`src/rtl/vx_context_copy_engine_if.sv`:
```
// Bundle of request, drain, register read and register write signals for the
// context copy engine. The engine sits on the slave modport.
interface vx_context_copy_engine_if #(
  parameter int NT = 4,
  parameter int NW = 8
);
  localparam int WW = $clog2(NW);
  localparam int TW = (WW > NT) ? WW : NT;

  logic          req_valid;
  logic          req_ready;
  logic          req_is_wspawn;
  logic [WW-1:0] req_src_warp;
  logic [TW-1:0] req_target;
  logic          pipe_drained;
  logic          rd_en;
  logic [WW-1:0] rd_warp;
  logic [4:0]    rd_addr;
  logic [31:0]   rd_data;
  logic          wr_en;
  logic [WW-1:0] wr_warp;
  logic [NT-1:0] wr_lane_mask;
  logic [4:0]    wr_addr;
  logic [31:0]   wr_data;
  logic          out_copy_stall;
  logic          done;

  modport master (
    output req_valid, req_is_wspawn, req_src_warp, req_target, pipe_drained, rd_data,
    input  req_ready, rd_en, rd_warp, rd_addr, wr_en, wr_warp, wr_lane_mask,
           wr_addr, wr_data, out_copy_stall, done
  );

  modport slave (
    input  req_valid, req_is_wspawn, req_src_warp, req_target, pipe_drained, rd_data,
    output req_ready, rd_en, rd_warp, rd_addr, wr_en, wr_warp, wr_lane_mask,
           wr_addr, wr_data, out_copy_stall, done
  );
endinterface

```
`src/rtl/vx_context_copy_engine.sv`:
```
// Copies lane-0 registers to a spawned warp (wspawn) or to sibling lanes (clone).
// Define VX_COPY_SKIP_X0_EN to skip register x0 (copy x1..x31 only).
module vx_context_copy_engine #(
  parameter int NT = 4,
  parameter int NW = 8
) (
  input  logic                     clk,
  input  logic                     reset,
  vx_context_copy_engine_if.slave  bus,
  output logic [1:0]               dbg_state_o
);
  localparam int WW = $clog2(NW);
  localparam logic [NT-1:0] LANE0 = {{(NT-1){1'b0}}, 1'b1};
`ifdef VX_COPY_SKIP_X0_EN
  localparam logic [4:0] FIRST = 5'd1;
`else
  localparam logic [4:0] FIRST = 5'd0;
`endif

  // Handshake: a request transfers on a rising edge where req_valid && req_ready;
  // req_ready is high only in IDLE, so requests never overlap.
  typedef enum logic [1:0] {IDLE = 2'd0, DRAIN = 2'd1, COPY = 2'd2, FLUSH = 2'd3} state_e;

  state_e        state_q, state_d;
  logic [4:0]    addr_q, addr_d;
  logic [WW-1:0] src_q, dst_q;
  logic [NT-1:0] mask_q;
  logic          wr_en_q;
  logic [4:0]    wr_addr_q;
  logic          accept;

  assign accept = bus.req_valid && (state_q == IDLE);

  always_ff @(posedge clk) begin
    if (reset) begin
      state_q <= IDLE;
    end else begin
      state_q <= state_d;
    end
  end

  always_comb begin
    state_d = state_q;
    addr_d  = addr_q;
    case (state_q)
      IDLE: begin
        if (accept) begin
          state_d = DRAIN;
          addr_d  = FIRST;
        end
      end
      DRAIN: if (bus.pipe_drained) state_d = COPY;
      COPY: begin
        addr_d = addr_q + 5'd1;
        if (addr_q == 5'd31) state_d = FLUSH;
      end
      FLUSH:   state_d = IDLE;
      default: state_d = IDLE;
    endcase
  end

  // Destination warp and lane mask are resolved once at accept time.
  always_ff @(posedge clk) begin
    if (reset) begin
      addr_q    <= '0;
      src_q     <= '0;
      dst_q     <= '0;
      mask_q    <= '0;
      wr_en_q   <= 1'b0;
      wr_addr_q <= '0;
    end else begin
      addr_q    <= addr_d;
      wr_en_q   <= (state_q == COPY);
      wr_addr_q <= addr_q;
      if (accept) begin
        src_q  <= bus.req_src_warp;
        dst_q  <= bus.req_is_wspawn ? bus.req_target[WW-1:0] : bus.req_src_warp;
        mask_q <= bus.req_is_wspawn ? LANE0 : (bus.req_target[NT-1:0] & ~LANE0);
      end
    end
  end

  always_comb begin
    bus.req_ready      = (state_q == IDLE);
    bus.rd_en          = (state_q == COPY);
    bus.done           = (state_q == FLUSH);
    bus.out_copy_stall = (bus.req_valid && (state_q == IDLE)) || (state_q != IDLE);
    bus.rd_warp        = src_q;
    bus.rd_addr        = addr_q;
    bus.wr_en          = wr_en_q;
    bus.wr_warp        = dst_q;
    bus.wr_lane_mask   = mask_q;
    bus.wr_addr        = wr_addr_q;
    // Read data returns one cycle after rd_en, aligned with the registered write.
    bus.wr_data        = wr_en_q ? bus.rd_data : 32'd0;
    dbg_state_o        = state_q;
  end
endmodule

```
`src/flat_wrapper.sv`:
```
// flat-port wrapper written by rule: the top's interface ports become plain ports
module vx_context_copy_engine_flat 
#(
  parameter int NT = 4,
  parameter int NW = 8
)
  (clk, reset, dbg_state_o, bus_req_valid, bus_req_is_wspawn, bus_req_src_warp, bus_req_target, bus_pipe_drained, bus_rd_data, bus_req_ready, bus_rd_en, bus_rd_warp, bus_rd_addr, bus_wr_en, bus_wr_warp, bus_wr_lane_mask, bus_wr_addr, bus_wr_data, bus_out_copy_stall, bus_done);
  vx_context_copy_engine_if #(.NT(NT), .NW(NW)) bus_i ();
  input  logic clk;
  input  logic reset;
  output logic [1:0] dbg_state_o;
  input wire logic [$bits(bus_i.req_valid)-1:0] bus_req_valid;
  input wire logic [$bits(bus_i.req_is_wspawn)-1:0] bus_req_is_wspawn;
  input wire logic [$bits(bus_i.req_src_warp)-1:0] bus_req_src_warp;
  input wire logic [$bits(bus_i.req_target)-1:0] bus_req_target;
  input wire logic [$bits(bus_i.pipe_drained)-1:0] bus_pipe_drained;
  input wire logic [$bits(bus_i.rd_data)-1:0] bus_rd_data;
  output wire logic [$bits(bus_i.req_ready)-1:0] bus_req_ready;
  output wire logic [$bits(bus_i.rd_en)-1:0] bus_rd_en;
  output wire logic [$bits(bus_i.rd_warp)-1:0] bus_rd_warp;
  output wire logic [$bits(bus_i.rd_addr)-1:0] bus_rd_addr;
  output wire logic [$bits(bus_i.wr_en)-1:0] bus_wr_en;
  output wire logic [$bits(bus_i.wr_warp)-1:0] bus_wr_warp;
  output wire logic [$bits(bus_i.wr_lane_mask)-1:0] bus_wr_lane_mask;
  output wire logic [$bits(bus_i.wr_addr)-1:0] bus_wr_addr;
  output wire logic [$bits(bus_i.wr_data)-1:0] bus_wr_data;
  output wire logic [$bits(bus_i.out_copy_stall)-1:0] bus_out_copy_stall;
  output wire logic [$bits(bus_i.done)-1:0] bus_done;
  assign bus_i.req_valid = bus_req_valid;
  assign bus_i.req_is_wspawn = bus_req_is_wspawn;
  assign bus_i.req_src_warp = bus_req_src_warp;
  assign bus_i.req_target = bus_req_target;
  assign bus_i.pipe_drained = bus_pipe_drained;
  assign bus_i.rd_data = bus_rd_data;
  assign bus_req_ready = bus_i.req_ready;
  assign bus_rd_en = bus_i.rd_en;
  assign bus_rd_warp = bus_i.rd_warp;
  assign bus_rd_addr = bus_i.rd_addr;
  assign bus_wr_en = bus_i.wr_en;
  assign bus_wr_warp = bus_i.wr_warp;
  assign bus_wr_lane_mask = bus_i.wr_lane_mask;
  assign bus_wr_addr = bus_i.wr_addr;
  assign bus_wr_data = bus_i.wr_data;
  assign bus_out_copy_stall = bus_i.out_copy_stall;
  assign bus_done = bus_i.done;
  vx_context_copy_engine #(.NT(NT), .NW(NW)) u_core (.clk(clk), .reset(reset), .bus(bus_i), .dbg_state_o(dbg_state_o));
endmodule
```
`config.mk`:
```
export PLATFORM = sky130hd
export DESIGN_NAME = vx_context_copy_engine_flat
export DESIGN_NICKNAME = d
export VERILOG_FILES = /design/src/rtl/vx_context_copy_engine_if.sv /design/src/rtl/vx_context_copy_engine.sv /design/src/flat_wrapper.sv
export SDC_FILE = /design/constraint.sdc
export NUM_CORES = 1
export LEC_CHECK = 0
export CAP_MARGIN = 20
export CORE_UTILIZATION = 33
export CTS_CLUSTER_SIZE = 20
export DETAILED_ROUTE_END_ITERATION = 8
export PLACE_DENSITY = 0.93
export SYNTH_ARGS = -nofsm -noshare
export SYNTH_HDL_FRONTEND = slang
export SYNTH_SLANG_ARGS = --single-unit
```
`constraint.sdc`:
```
create_clock -name clk -period 3.8 [get_ports clk]
set_input_delay 0.38 -clock clk [delete_from_list [all_inputs] [get_ports clk]]
set_output_delay 0.38 -clock clk [all_outputs]
set_load 0.02 [all_outputs]
```
After elaboration in Yosys (flattened, before gate mapping) --
Index checks and enable logic that the tools add are counted.
Storage, ports and cells: register bits after elaboration 23, bits of input ports 44, output and inout bits 59, logic and storage cells 31
Cells by class: add/sub/neg operators 1, equality and inequality tests 7, mux-type cells 9, reductions and logical operators 7
Operators by type and width (number):
- 32-bit two-way mux | 1
- 5-bit one-hot mux with 2 select lines | 1
- 2-bit one-hot mux with 4 select lines | 1
- 2-bit two-way mux | 3
- 5-bit by 1-bit adder with 5-bit output, second input constant | 1
- 5-bit == test, second input constant | 1
- 5-bit two-way mux | 1
- 2-bit == test, second input constant | 2
- 4-bit two-way mux | 1
- 2-bit by 1-bit inequality test with 1-bit output, second input constant | 2
- 2-bit nonzero test | 2
- 3-bit two-way mux | 1
- 3-bit AND reduction | 1
- 2-bit by 1-bit == test with 1-bit output, second input constant | 1
- 2-bit zero test | 1
- 2-bit inequality test, second input constant | 1
- 2-bit AND reduction | 1
- 1-bit logical AND | 1
- 1-bit logical OR | 1

Logic depth before layout (Yosys ltp) --
depth after elaboration 4, gate-level depth with buffers 6, depth with buffers taken out 6

Worst setup path after synthesis --
OpenSTA, ideal clock, no wires.
kind register -> register, from register u_core.state_q[1], in the netlist u_core.dbg_state_o[1], to register u_core.addr_q[2], in the netlist u_core.bus.rd_addr[2], setup time 0.117 ns, arrival 1.498 ns, data required time 3.683 ns, path slack 2.185 ns, stages on the path, launching flop included 7, buffers on the path 1, period minus slack after synthesis 1.615 ns, cells stage by stage dfxtp_1 > inv_1 > ha_1 > nand2b_1 > buf_6 > a21o_1 > a22o_1
Between the ends: cells in the longest elaborated chain, start to end 4, elaborated cells between the ends (all ways) 7, classes of those cells eq/ne (2); mux (1); reduce/logical (4)
Ends and longest elaborated chain:
- start: declaration | line vx_context_copy_engine.sv:24 | state_e state_q, state_d;
- start signal: assignment | line vx_context_copy_engine.sv:38 | state_q <= state_d;
- 2-bit zero test *
- net bus_req_ready | line flat_wrapper.sv:18 | output wire logic [$bits(bus_i.req_ready)-1:0] bus_req_ready;
- 1-bit logical AND | line vx_context_copy_engine.sv:32 | assign accept = bus.req_valid && (state_q == IDLE);
- 2-bit by 1-bit inequality test with 1-bit output (no source line)
- 2-bit AND reduction (no source line)
- end signal: assignment | line vx_context_copy_engine.sv:72 | addr_q <= addr_d;
- end: declaration | line vx_context_copy_engine.sv:25 | logic [4:0] addr_q, addr_d;
The timed path passes the listed nets; every way through them passes the cells marked *. A chain may end at the register's enable or synchronous reset.

Worst setup path after layout --
from register u_core.state_q[0], in the netlist u_core.dbg_state_o[0], to output bus_out_copy_stall
Between the ends: cells in the longest elaborated chain, start to end 3, elaborated cells between the ends (all ways) 4, classes of those cells reduce/logical (4)
Ends and longest elaborated chain:
- 2-bit zero test | line vx_context_copy_engine.sv:87 | bus.out_copy_stall = (bus.req_valid && (state_q == IDLE)) || (state_q != IDLE);
- 1-bit logical AND | line vx_context_copy_engine.sv:87
- 1-bit logical OR * | line vx_context_copy_engine.sv:87
- end: declaration | line flat_wrapper.sv:27 | output wire logic [$bits(bus_i.out_copy_stall)-1:0] bus_out_copy_stall;
Every way passes the cells marked *; elsewhere a longest branch is shown, timed or not.

==> PnR_summary.wiki <==
{| class="wikitable"
! Metric !! Value
|-
| Die H || 61.1 µm
|-
| Share of final-layout standard cells stronger than drive strength 1 || approximately 3.6%
|-
| Via count || 1,244
|-
| Slew @ Worst Pin || 0.717 ns
|-
| Number of I/O pins || between 100 and 150
|-
| Class of the worst hold path || reg2reg
|-
| Average wire length per cell after detail routing || about 13 µm
|-
| Global route overflow || 0
|-
| Post_cts resized || 0
|-
| Biggest area contributors in the synthesized netlist || sky130_fd_sc_hd__dfxtp_1, sky130_fd_sc_hd__and2_1, sky130_fd_sc_hd__ha_1, sky130_fd_sc_hd__a22o_1, sky130_fd_sc_hd__nor2b_1
|-
| Number of routed nets with antenna violations || 0
|-
| Setup TNS Final || 0 ns
|-
| Setup-failing EPs final || 0
|-
| End point of the most critical hold path || u_core.bus.wr_warp[0]$_SDFFE_PP0P_
|-
| Minimum period implied by the final worst setup slack || 2.43 ns
|-
| Total net switching power || ~0.36 mW
|-
| Number of antenna violations at the first check in global routing || 0
|-
| Part of the Yosys area used for sequential elements || about two fifths
|-
| Status || completed
|-
| Core box area || 0.00334 mm²
|-
| Final-report max-slew violation count || 0
|-
| Nature of the critical path endpoint || output pin
|-
| Clock tree from TritonCTS || yes
|-
| Data required time of the critical path || between 3 and 4 ns
|-
| Initial cell density of the core || 34.6%
|-
| Cell type with the largest total area after synthesis || sky130_fd_sc_hd__dfxtp_1
|-
| Final count of hold timing violations || 0
|-
| GPL Wtd Cong || 0.716
|-
| Launch instance of the worst min-delay path || u_core.bus.wr_warp[0]$_SDFFE_PP0P_
|-
| Total of buffers placed on input and output ports || between 100 and 150
|-
| Number of placement rows || 21
|-
| Kind of start point of the critical path || register
|-
| Combinational cell fraction of total power || between 50% and 60%
|-
| Clock tree root buffer cell || sky130_fd_sc_hd__clkbuf_4
|-
| CTS Hold Bufs || 0
|-
| Power share of the clock group || between 10% and 20%
|-
| Vias in the first global route || between 1,000 and 1,500
|-
| Filler Cell Count || around 290
|-
| Detailed-route wire length || approximately 3500 µm
|-
| Cell depth of the worst flop-to-flop path || 5
|-
| Horizontal extent of the die || 61.1 µm
|-
| Internal power || 0.572 mW
|-
| Number of stages on the worst hold path || 2
|-
| Setup repair after global routing missed its margin || false
|-
| Biggest fanout along the worst timing path || 8
|-
| Number of max-capacitance violations reported || 0
|-
| TritonRoute pass-1 iters || 4
|-
| Clock Path Buffers || 2
|-
| Drt via density || between 4 and 5
|-
| Pin count of the biggest net entering global routing || 34
|-
| Relative area change from synthesis to final layout || 92.8%
|-
| Clock insertion delay at the later pin of the skew report || 0.30 ns
|-
| Post-CTS Setup Repair Bufs || 0
|-
| Headroom to the max-slew limit || a little over half
|-
| Fin Clk Skew || approximately 0.0018 ns
|-
| Net total in the final layout || about 280
|-
| Capture instance of the worst register-to-register path || u_core.bus.rd_addr[3]$_SDFFE_PP0P_
|-
| Share of the cycle needed by the critical path after routing || 63.9%
|-
| Mean Syn Cell Area || between 9 and 10 µm²
|-
| Switching Fraction || 38.5%
|-
| Minimum setup slack among reg-to-reg paths || around 2.2 ns
|-
| Startpoint of the most critical register-to-register path || u_core.dbg_state_o[1]$_SDFFE_PP0P_
|-
| Number of buffers created by CTS || 3
|-
| Power per unit of standard cell area || between 400 and 500 mW/mm²
|-
| Synthesized cell area || approximately 0.0012 mm²
|-
| H-tree lvl count || 1
|-
| Number of clock sinks || 23
|-
| Leakage power figure || 0.881 nW
|-
| Cell variety after synth || 27
|-
| Max frequency || a little over 400 MHz
|-
| DRC violations left || 0
|-
| Cells after synthesis || ~130
|-
| Share of Yosys cell area claimed by the top area cell type || 39.9%
|-
| Non-filler cells in the finished layout || 270
|-
| Max IR drop VDD || 0.413 mV
|-
| Detailed placement HPWL || between 2000 and 3000 µm
|-
| Sequential fraction of design power || between 30 and 40%
|-
| Clock-pin slew of the registers on the worst-case setup and hold paths || between 0.1 and 0.15 ns
|-
| Drt first-iter violations || 39
|-
| N_diodes || 0
|-
| Flip-flop and latch count after synthesis || 23
|-
| Nets in the synthesized netlist || around 180
|-
| First-pass GRT wire length || ~4800 µm
|-
| Crit Path Class || reg2out
|-
| Arr. time, crit path || slightly above 2 ns
|-
| Number of placed cells counting well taps || approximately 270
|-
| Area of the die || 0.00374 mm²
|-
| Global router's overall resource usage || 17.3%
|-
| Warnings, synthesis || 0
|}
worst max-delay path: stages, from the launching register on:
cell and delay (ns):
sky130_fd_sc_hd__dfxtp_1 0.43, sky130_fd_sc_hd__inv_1 0.09, sky130_fd_sc_hd__ha_1 0.30, sky130_fd_sc_hd__nand2b_1 0.27
sky130_fd_sc_hd__clkdlybuf4s50_1 0.66
kinds of logic after synthesis:
kind of cell / after synthesis / synth area share [%]
muxes: 4 / 3.47
and+or+nand+nor: 63 / 33.0
buffers and inverters: 9 / 3.69
adders and majority gates: 6 / 6.51
DFF: 23 / 39.9
AOI/OAI and AO/OA: 20 / 13.4
stage by stage:
step	util (%)	hold WS [ns]	total power [mW]	setup slack, ns	area [µm²]
after floorplan	-	0.463	0.595	2.19	1150
after global placement	65.8	0.435	0.821	1.54	2200
after detailed placement	65.8	0.444	0.830	1.52	2200
after CTS	66.7	0.473	0.940	1.35	2220
after global routing	66.7	0.520	0.993	1.22	2220
final	66.7	0.468	0.930	1.37	2220
routing by layer:
metal  routed length (µm)  vias up  track usage [%]
li1                     -      625                -
met1                 1350      555             19.8
met2                 1690       60             30.9
met3                  423        4             4.83
met4                   50        0             5.84
met5                    0        -                0
area by class of cell:
type	instances	area (µm²)	share of cell area [%]
repair buffers	102	1020	45.9
inverters	2	7.51	0.337
flip-flops and latches	23	460	20.7
clock inverters	1	5.00	0.225
clock buffers	3	22.5	1.01
multi-input cells	93	651	29.2
well taps	46	57.6	2.59
worst max path at each step:
stage | endpoint | slack, ns | startpoint
finish | bus_out_copy_stall | 1.37 | u_core.dbg_state_o[0]$_SDFFE_PP0P_
global route | bus_out_copy_stall | 1.22 | u_core.dbg_state_o[0]$_SDFFE_PP0P_
CTS | bus_out_copy_stall | 1.35 | u_core.dbg_state_o[0]$_SDFFE_PP0P_
detailed placement | bus_out_copy_stall | 1.52 | bus_req_valid
global placement | bus_out_copy_stall | 1.54 | bus_req_valid
floorplan | u_core.bus.rd_addr[2]$_SDFFE_PP0P_ | 2.19 | u_core.dbg_state_o[1]$_SDFFE_PP0P_
layout by cell type, fill, tap and decap left out:
cell and n:
sky130_fd_sc_hd__and2_1 32, sky130_fd_sc_hd__o31ai_2 1, sky130_fd_sc_hd__nand4_1 1, sky130_fd_sc_hd__clkbuf_4 3, sky130_fd_sc_hd__mux2i_1 4, sky130_fd_sc_hd__inv_1 2, sky130_fd_sc_hd__a32oi_1 2, sky130_fd_sc_hd__and2b_2 1
sky130_fd_sc_hd__clkinv_2 1, sky130_fd_sc_hd__clkdlybuf4s50_1 102, sky130_fd_sc_hd__nor2_1 5, sky130_fd_sc_hd__and3_1 2, sky130_fd_sc_hd__nand2b_1 3, sky130_fd_sc_hd__nor2b_1 8, sky130_fd_sc_hd__ha_1 6, sky130_fd_sc_hd__a31oi_1 1
sky130_fd_sc_hd__dfxtp_1 23, sky130_fd_sc_hd__nand4b_1 1, sky130_fd_sc_hd__o21ai_0 3, sky130_fd_sc_hd__and3_4 1, sky130_fd_sc_hd__a21oi_1 2, sky130_fd_sc_hd__a21oi_2 1, sky130_fd_sc_hd__a21o_1 1, sky130_fd_sc_hd__a22o_1 8
sky130_fd_sc_hd__o21a_1 1, sky130_fd_sc_hd__nand3b_1 3, sky130_fd_sc_hd__nand2_1 6
synthesized netlist by cell type:
cell type and n:
sky130_fd_sc_hd__nand3b_1 3, sky130_fd_sc_hd__a21o_1 1, sky130_fd_sc_hd__clkbuf_1 5, sky130_fd_sc_hd__mux2i_1 4, sky130_fd_sc_hd__o21ai_0 3, sky130_fd_sc_hd__a21oi_1 2
sky130_fd_sc_hd__a22o_1 8, sky130_fd_sc_hd__dfxtp_1 23, sky130_fd_sc_hd__a21oi_2 1, sky130_fd_sc_hd__inv_1 2, sky130_fd_sc_hd__nand2b_1 3, sky130_fd_sc_hd__nand4b_1 1
sky130_fd_sc_hd__nand2_1 6, sky130_fd_sc_hd__nand4_1 1, sky130_fd_sc_hd__buf_2 1, sky130_fd_sc_hd__and3_4 1, sky130_fd_sc_hd__nor2_1 5, sky130_fd_sc_hd__o31ai_2 1
sky130_fd_sc_hd__ha_1 6, sky130_fd_sc_hd__nor2b_1 8, sky130_fd_sc_hd__and2b_2 1, sky130_fd_sc_hd__o21a_1 1, sky130_fd_sc_hd__and3_1 2, sky130_fd_sc_hd__buf_6 1
sky130_fd_sc_hd__and2_1 32, sky130_fd_sc_hd__a32oi_1 2, sky130_fd_sc_hd__a31oi_1 1
power groups by stage:
| stage | clock network, mW | logic (mW) | registers [mW] |
|---|---|---|---|
| after detailed placement | 0 | 0.512 | 0.318 |
| after global placement | 0 | 0.505 | 0.317 |
| final | 0.106 | 0.511 | 0.312 |
| after global routing | 0.125 | 0.549 | 0.320 |
| after CTS | 0.112 | 0.515 | 0.313 |
| after floorplan | 0 | 0.250 | 0.345 |
sequential cells by signal, indices dropped and copies added (netlist names):
signal                   flops
u_core.dbg_state_o           2
u_core.bus.rd_warp           3
u_core.bus.wr_lane_mask      4
u_core.bus.wr_warp           3
u_core.bus.rd_addr           5
u_core.bus.wr_en             1
u_core.bus.wr_addr           5
(Power assumes the default switching activity.)
